`src/rtl/baccarat_pkg.sv`:
```
// Shared types, card constants and the card-to-point conversion used by the
// dealer and by the external score adders.
package baccarat_pkg;

  typedef enum logic [4:0] {
    IDLE, WAIT_P1, REQ_P1, WAIT_D1, REQ_D1, WAIT_P2, REQ_P2, WAIT_D2, REQ_D2,
    EVAL4, WAIT_P3, REQ_P3, EVAL_D3, WAIT_D3, REQ_D3, SCORE, DONE
  } state_t;

  localparam logic [3:0] CARD_EMPTY = 4'd0;
  localparam logic [3:0] CARD_MIN   = 4'd1;
  localparam logic [3:0] CARD_MAX   = 4'd13;
  localparam logic [3:0] FACE_MIN   = 4'd10;

  // Ten and face cards count zero; empty or illegal codes also count zero.
  function automatic logic [3:0] card_value(input logic [3:0] card);
    return (card >= CARD_MIN && card < FACE_MIN) ? card : 4'd0;
  endfunction

endpackage

```
`src/rtl/baccarat_dealer_if.sv`:
```
// Card source handshake: the dealer raises card_req, the source answers with
// card_valid and a card code.
interface baccarat_dealer_if;
  logic       card_req;
  logic       card_valid;
  logic [3:0] card_in;

  modport master (output card_req, input card_valid, input card_in);
  modport slave  (input card_req, output card_valid, output card_in);
endinterface

```
`src/rtl/dealer_draw_rule.sv`:
```
// Dealer third-card rule after the player has drawn, as a function of the
// dealer score and the point value of the player's third card.
module dealer_draw_rule (
  input  logic [3:0] i_dscore,
  input  logic [3:0] i_p3val,
  output logic       o_draw_d3
);

  always_comb begin
    o_draw_d3 = 1'b0;
    case (i_dscore)
      4'd0, 4'd1, 4'd2: o_draw_d3 = 1'b1;
      4'd3:             o_draw_d3 = (i_p3val != 4'd8);
      4'd4:             o_draw_d3 = (i_p3val >= 4'd2 && i_p3val <= 4'd7);
      4'd5:             o_draw_d3 = (i_p3val >= 4'd4 && i_p3val <= 4'd7);
      4'd6:             o_draw_d3 = (i_p3val >= 4'd6 && i_p3val <= 4'd7);
      default:          o_draw_d3 = 1'b0;
    endcase
  end

endmodule

```
`src/rtl/baccarat_dealer.sv`:
```
// Baccarat dealing engine: requests cards in standard order, applies naturals
// and third-card rules using the external hand scores, and flags the winner.
module baccarat_dealer
  import baccarat_pkg::*;
#(
  parameter logic [3:0] NATURAL_MIN     = 4'd8,
  parameter logic [3:0] PLAYER_DRAW_MAX = 4'd5
) (
  input  logic                      clock,
  input  logic                      reset,
  input  logic                      deal_step,
  baccarat_dealer_if.master         bus,
  input  logic [3:0]                pscore,
  input  logic [3:0]                dscore,
  output logic [3:0]                pcard1,
  output logic [3:0]                pcard2,
  output logic [3:0]                pcard3,
  output logic [3:0]                dcard1,
  output logic [3:0]                dcard2,
  output logic [3:0]                dcard3,
  output logic                      busy,
  output logic                      done,
  output logic                      player_win,
  output logic                      dealer_win
);

  state_t     r_state;
  logic       r_card_req, r_busy, r_done, r_pwin, r_dwin;
  logic [3:0] r_pcard1, r_pcard2, r_pcard3, r_dcard1, r_dcard2, r_dcard3;
  logic       w_card_ok, w_draw_d3;
  logic [3:0] w_p3val;

  assign w_card_ok = bus.card_valid && bus.card_in >= CARD_MIN && bus.card_in <= CARD_MAX;
  assign w_p3val   = card_value(r_pcard3);

  dealer_draw_rule u_rule (
    .i_dscore  (dscore),
    .i_p3val   (w_p3val),
    .o_draw_d3 (w_draw_d3)
  );

  always_ff @(posedge clock or posedge reset) begin
    if (reset) begin
      r_state    <= IDLE;
      r_card_req <= 1'b0;
      r_busy     <= 1'b0;
      r_done     <= 1'b0;
      r_pwin     <= 1'b0;
      r_dwin     <= 1'b0;
      r_pcard1   <= CARD_EMPTY;
      r_pcard2   <= CARD_EMPTY;
      r_pcard3   <= CARD_EMPTY;
      r_dcard1   <= CARD_EMPTY;
      r_dcard2   <= CARD_EMPTY;
      r_dcard3   <= CARD_EMPTY;
    end else begin
      case (r_state)
        IDLE: begin
          r_state <= WAIT_P1;
          r_busy  <= 1'b1;
        end
        WAIT_P1: if (deal_step) begin r_state <= REQ_P1; r_card_req <= 1'b1; end
        REQ_P1:  if (w_card_ok) begin r_pcard1 <= bus.card_in; r_card_req <= 1'b0; r_state <= WAIT_D1; end
        WAIT_D1: if (deal_step) begin r_state <= REQ_D1; r_card_req <= 1'b1; end
        REQ_D1:  if (w_card_ok) begin r_dcard1 <= bus.card_in; r_card_req <= 1'b0; r_state <= WAIT_P2; end
        WAIT_P2: if (deal_step) begin r_state <= REQ_P2; r_card_req <= 1'b1; end
        REQ_P2:  if (w_card_ok) begin r_pcard2 <= bus.card_in; r_card_req <= 1'b0; r_state <= WAIT_D2; end
        WAIT_D2: if (deal_step) begin r_state <= REQ_D2; r_card_req <= 1'b1; end
        REQ_D2:  if (w_card_ok) begin r_dcard2 <= bus.card_in; r_card_req <= 1'b0; r_state <= EVAL4; end
        // Scores have settled on the four dealt cards by the end of this cycle.
        EVAL4: begin
          if (pscore >= NATURAL_MIN || dscore >= NATURAL_MIN) r_state <= SCORE;
          else if (pscore <= PLAYER_DRAW_MAX)                 r_state <= WAIT_P3;
          else if (dscore <= 4'd5)                            r_state <= WAIT_D3;
          else                                                r_state <= SCORE;
        end
        WAIT_P3: if (deal_step) begin r_state <= REQ_P3; r_card_req <= 1'b1; end
        REQ_P3:  if (w_card_ok) begin r_pcard3 <= bus.card_in; r_card_req <= 1'b0; r_state <= EVAL_D3; end
        EVAL_D3: r_state <= w_draw_d3 ? WAIT_D3 : SCORE;
        WAIT_D3: if (deal_step) begin r_state <= REQ_D3; r_card_req <= 1'b1; end
        REQ_D3:  if (w_card_ok) begin r_dcard3 <= bus.card_in; r_card_req <= 1'b0; r_state <= SCORE; end
        SCORE: begin
          r_pwin  <= (pscore >= dscore);
          r_dwin  <= (dscore >= pscore);
          r_busy  <= 1'b0;
          r_done  <= 1'b1;
          r_state <= DONE;
        end
        DONE: if (deal_step) begin
          r_pcard1 <= CARD_EMPTY;
          r_pcard2 <= CARD_EMPTY;
          r_pcard3 <= CARD_EMPTY;
          r_dcard1 <= CARD_EMPTY;
          r_dcard2 <= CARD_EMPTY;
          r_dcard3 <= CARD_EMPTY;
          r_pwin   <= 1'b0;
          r_dwin   <= 1'b0;
          r_done   <= 1'b0;
          r_busy   <= 1'b1;
          r_state  <= WAIT_P1;
        end
        default: r_state <= IDLE;
      endcase
    end
  end

  assign bus.card_req = r_card_req;
  assign pcard1       = r_pcard1;
  assign pcard2       = r_pcard2;
  assign pcard3       = r_pcard3;
  assign dcard1       = r_dcard1;
  assign dcard2       = r_dcard2;
  assign dcard3       = r_dcard3;
  assign busy         = r_busy;
  assign done         = r_done;
  assign player_win   = r_pwin;
  assign dealer_win   = r_dwin;

endmodule

```
`src/flat_wrapper.sv`:
```
// flat-port wrapper written by rule: the top's interface ports become plain ports
module baccarat_dealer_flat import baccarat_pkg::*;
#(
  parameter logic [3:0] NATURAL_MIN     = 4'd8,
  parameter logic [3:0] PLAYER_DRAW_MAX = 4'd5
)
  (clock, reset, deal_step, pscore, dscore, pcard1, pcard2, pcard3, dcard1, dcard2, dcard3, busy, done, player_win, dealer_win, bus_card_req, bus_card_valid, bus_card_in);
  baccarat_dealer_if bus_i ();
  input  logic clock;
  input  logic reset;
  input  logic deal_step;
  input  logic [3:0] pscore;
  input  logic [3:0] dscore;
  output logic [3:0] pcard1;
  output logic [3:0] pcard2;
  output logic [3:0] pcard3;
  output logic [3:0] dcard1;
  output logic [3:0] dcard2;
  output logic [3:0] dcard3;
  output logic busy;
  output logic done;
  output logic player_win;
  output logic dealer_win;
  output wire logic [$bits(bus_i.card_req)-1:0] bus_card_req;
  input wire logic [$bits(bus_i.card_valid)-1:0] bus_card_valid;
  input wire logic [$bits(bus_i.card_in)-1:0] bus_card_in;
  assign bus_card_req = bus_i.card_req;
  assign bus_i.card_valid = bus_card_valid;
  assign bus_i.card_in = bus_card_in;
  baccarat_dealer #(.NATURAL_MIN(NATURAL_MIN), .PLAYER_DRAW_MAX(PLAYER_DRAW_MAX)) u_core (.clock(clock), .reset(reset), .deal_step(deal_step), .bus(bus_i), .pscore(pscore), .dscore(dscore), .pcard1(pcard1), .pcard2(pcard2), .pcard3(pcard3), .dcard1(dcard1), .dcard2(dcard2), .dcard3(dcard3), .busy(busy), .done(done), .player_win(player_win), .dealer_win(dealer_win));
endmodule
```
`config.mk`:
```
export PLATFORM = sky130hd
export DESIGN_NAME = baccarat_dealer_flat
export DESIGN_NICKNAME = d
export VERILOG_FILES = /design/src/rtl/baccarat_pkg.sv /design/src/rtl/baccarat_dealer_if.sv /design/src/rtl/dealer_draw_rule.sv /design/src/rtl/baccarat_dealer.sv /design/src/flat_wrapper.sv
export SDC_FILE = /design/constraint.sdc
export NUM_CORES = 1
export LEC_CHECK = 0
export ABC_CLOCK_PERIOD_IN_PS = 3000
export CORE_MARGIN = 5
export CORE_UTILIZATION = 45
export CTS_BUF_LIST = sky130_fd_sc_hd__clkbuf_4
export DETAILED_ROUTE_END_ITERATION = 12
export PLACE_DENSITY_LB_ADDON = 0.1
export REMOVE_ABC_BUFFERS = 1
export SETUP_SLACK_MARGIN = 0.4
export SLEW_MARGIN = 20
export SYNTH_ARGS = -nofsm -noshare
export SYNTH_HDL_FRONTEND = slang
export SYNTH_HIERARCHICAL = 1
export SYNTH_SLANG_ARGS = --single-unit
```
`constraint.sdc`:
```
create_clock -name clock -period 3 [get_ports clock]
set_input_delay 0.6 -clock clock [delete_from_list [all_inputs] [get_ports clock]]
set_output_delay 0.6 -clock clock [all_outputs]
set_load 0.02 [all_outputs]
```
==> metrics.yaml <==
critical_path:
  crit_path_max_incr_delay_ps: 460
  crit_path_max_fanout: 4
  path_cells: "clkdlybuf4s50_1, nor2b_4, or4b_1, a31oi_1, nor2_1, nor3_1, a211oi_1, o32a_1"
  crit_family: "simple AND/OR/NAND/NOR gates"
  end_kind: "flip-flop"
  cp_data_required_time_ps: 3220
  cp.arrival_ps: 2470
  cp_num_buf_inv: 1
  cpMaxStageDelayCell: "clkdlybuf4s50_1"
  start_kind: "primary input"
  critPathKind: "primary input to flip-flop"
finish:
  area_delta_synth_final_pct: 28.1
  num_antenna_cells: 0
  multi_input_area_sq_um: 955
  instances_no_fill: 295
  seqCellArea_sq_um: 851
  nets: 264
  drive_above_1_share_pct: 7.76
  fillCellCount: 361
synth:
  synth_area_sq_um: 1890
  yosys-top-cells-count: "dfrtp_1, nand2_1, mux2i_1"
  ys.flop_type: "dfrtp_1"
  ys_ff_latch: 34
  synth_top_area_share_pct: 45.1
  async_flop_share_pct: 100
  synth.most_common_cell: "dfrtp_1"
  avgSynthCellArea_sq_um: 9.39
  yosys-top-cells-area: "dfrtp_1, mux2i_1, nand2_1, o21ai_0, ha_1"
  synth_top_cell_by_area: "dfrtp_1"
  yosys_warnings: 6
  ys_seq_area_share_pct: 45.1
  yosys.cell_types.count: 47
  synth-edff-count: 0
  syn-instance-count: 201
grt:
  grt_usage_pct: 17.5
  grt_max_degree: 35
  grt_pass1_wl_microns: 7510
  antenna_found_initial: 0
  grt-ovfl-total: 0
  grt_pass1_vias: 1561
clock_network:
  clockBufferDepth: 2
  clkLatencyLatePin_ps: 330
  cts_resized: 0
  tritoncts: "yes"
  post_cts_buffers: 0
  clock_tree.root_cell: "clkbuf_4"
  path_clk_slew_ps: 110
  numClockSinks: 34
  cts_inserted_buffers: 5
  holdBufCountCts: 0
  htreeDepth: 2
detailed_routing:
  top_layer: "met4"
  post_drt_wl_per_cell_microns: 15.2
  drt_first_pass_iters: 4
  ant_nets: 0
  drt_iter0_drc: 88
  drc: 0
  wl_met2_microns: 2090
  viasPerCell: 5.54
  wl_met1_microns: 2090
  wl_met3_microns: 258
  vias: 1635
  wl_microns: 4490
placement:
  dp.cells: 287
  hpwl_microns: 3250
  io_buffers: 44
  gp_congestion: 0.834
sta:
  tightest_slew_ps: 496
  rsz0062_at_grt: "false"
  min_period_over_period_pct: 74.8
  fin_setup_tns_ps: 0
  fin_skew_ps: 4.47
  final.min_clock_period_ps: 2240
  finalSetupViolations: 0
  slew_headroom_pct: 66.5
  max_freq_ghz: 0.446
  maxSlewViolCount: 0
  timing.final.hold_violations: 0
floorplan:
  initial_core_util_pct: 46.9
  num_io_pins: 45
  fp.coreArea_sq_um: 4030
  dieArea_sq_um: 5590
  rows: 23
  die_h_microns: 74.8
  chipWidth_microns: 74.8
pwr:
  leakagePower_nw: 1.04
  ir_drop_uv: 502
  power_density_nw_per_um2: 994
flow_run:
  cap_violations: 0
outcome:
  status: "finished, final reports clean"
hold_path:
  hp-class: "flip-flop to flip-flop"
flip-flops by register name, summed over array words and instances, names as in the netlist:
signal and flops:
u_core/r_state 5, u_core/dealer_win 1, u_core/busy 1, u_core/done 1, u_core/dcard1 4, u_core/bus.card_req 1
u_core/dcard2 4, u_core/pcard3 4, u_core/pcard1 4, u_core/dcard3 4, u_core/pcard2 4, u_core/player_win 1
worst reg2reg max path, stage by stage, from the launching register on:
cell and delay (ps):
dfrtp_1 430, nor2b_1 240, nor2b_4 60, or4b_1 460
a31oi_1 180, nor2_1 60, nor3_1 130, a211oi_1 70
o32a_1 350
through the flow:
stage               total power, mW  utilization [%]  hold slack, ps  area [sq um]  setup WS, ps
finish                         2.40             60.0             498          2420           756
CTS                            2.43             60.0             501          2420           757
global placement               2.16             58.7             471          2360           438
detailed placement             2.17             58.7             476          2360           393
floorplan                      1.62                -             591          1850           903
global route                   2.60             60.0             523          2420           645
final cells by class:
cell class,instances,share of cell area (%)
Clock buffer,6,1.86
Clock inverter,2,0.362
Inverter,11,1.71
Multi-Input combinational cell,146,39.5
Sequential cell,34,35.2
Tap cell,50,2.59
Timing Repair Buffer,46,18.8
layer usage:
layer | GRT usage [%] | up-vias
met2 | 27.4 | 45
met1 | 23.7 | 773
li1 | - | 810
met5 | 0 | -
met4 | 5.34 | 0
met3 | 4.81 | 7
cells in the final DEF (no fill, tap or decap), types with 3 or more instances in the layout:
cell type / count
a211oi_1: 3
a21oi_1: 6
a31oi_1: 3
clkbuf_4: 6
clkdlybuf4s50_1: 44
dfrtp_1: 34
ha_1: 4
inv_1: 11
mux2i_1: 12
nand2_1: 32
nand3_1: 9
nand4_1: 3
nor2_1: 9
nor2b_1: 5
nor3_1: 7
o21ai_0: 11
o21ai_1: 5
o2bb2ai_1: 4
final timing paths:
| check | slack (ps) | end | cells past startpoint | startpoint |
|---|---|---|---|---|
| max in group asynchronous | 2030 | u_core/busy$_DFFE_PP0P_ | 3 | reset |
| worst min register to register | 500 | u_core/done$_DFFE_PP0P_ | 2 | u_core/done$_DFFE_PP0P_ |
| worst min-delay path | 500 | u_core/done$_DFFE_PP0P_ | 2 | u_core/done$_DFFE_PP0P_ |
| worst max-delay path | 760 | u_core/r_state[1]$_DFFE_PP0P_ | 8 | dscore[1] |
| min in group asynchronous | 650 | u_core/pcard1[2]$_DFFE_PP0P_ | 3 | reset |
| worst max register to register | 890 | u_core/r_state[1]$_DFFE_PP0P_ | 8 | u_core/pcard3[3]$_DFFE_PP0P_ |
cell families (layout without fill, tap and decap cells):
kind of cell | count (synthesis) | count (layout) | share of synthesized area (%)
XOR/XNOR | 1 | 1 | 0.464
AND/OR/NAND/NOR | 83 | 83 | 24.0
flip-flops | 34 | 34 | 45.1
buffers and inverters | 21 | 65 | 4.37
AO/OA/AOI/OAI | 45 | 45 | 16.3
multiplexers | 13 | 13 | 7.16
adder cells (fa/ha/maj) | 4 | 4 | 2.65
report_power, final:
part	switching [mW]	internal, mW
combinational	0.630	0.622
sequential	0.232	0.670
clock	0.155	0.0971
(Power assumes the default switching activity.)
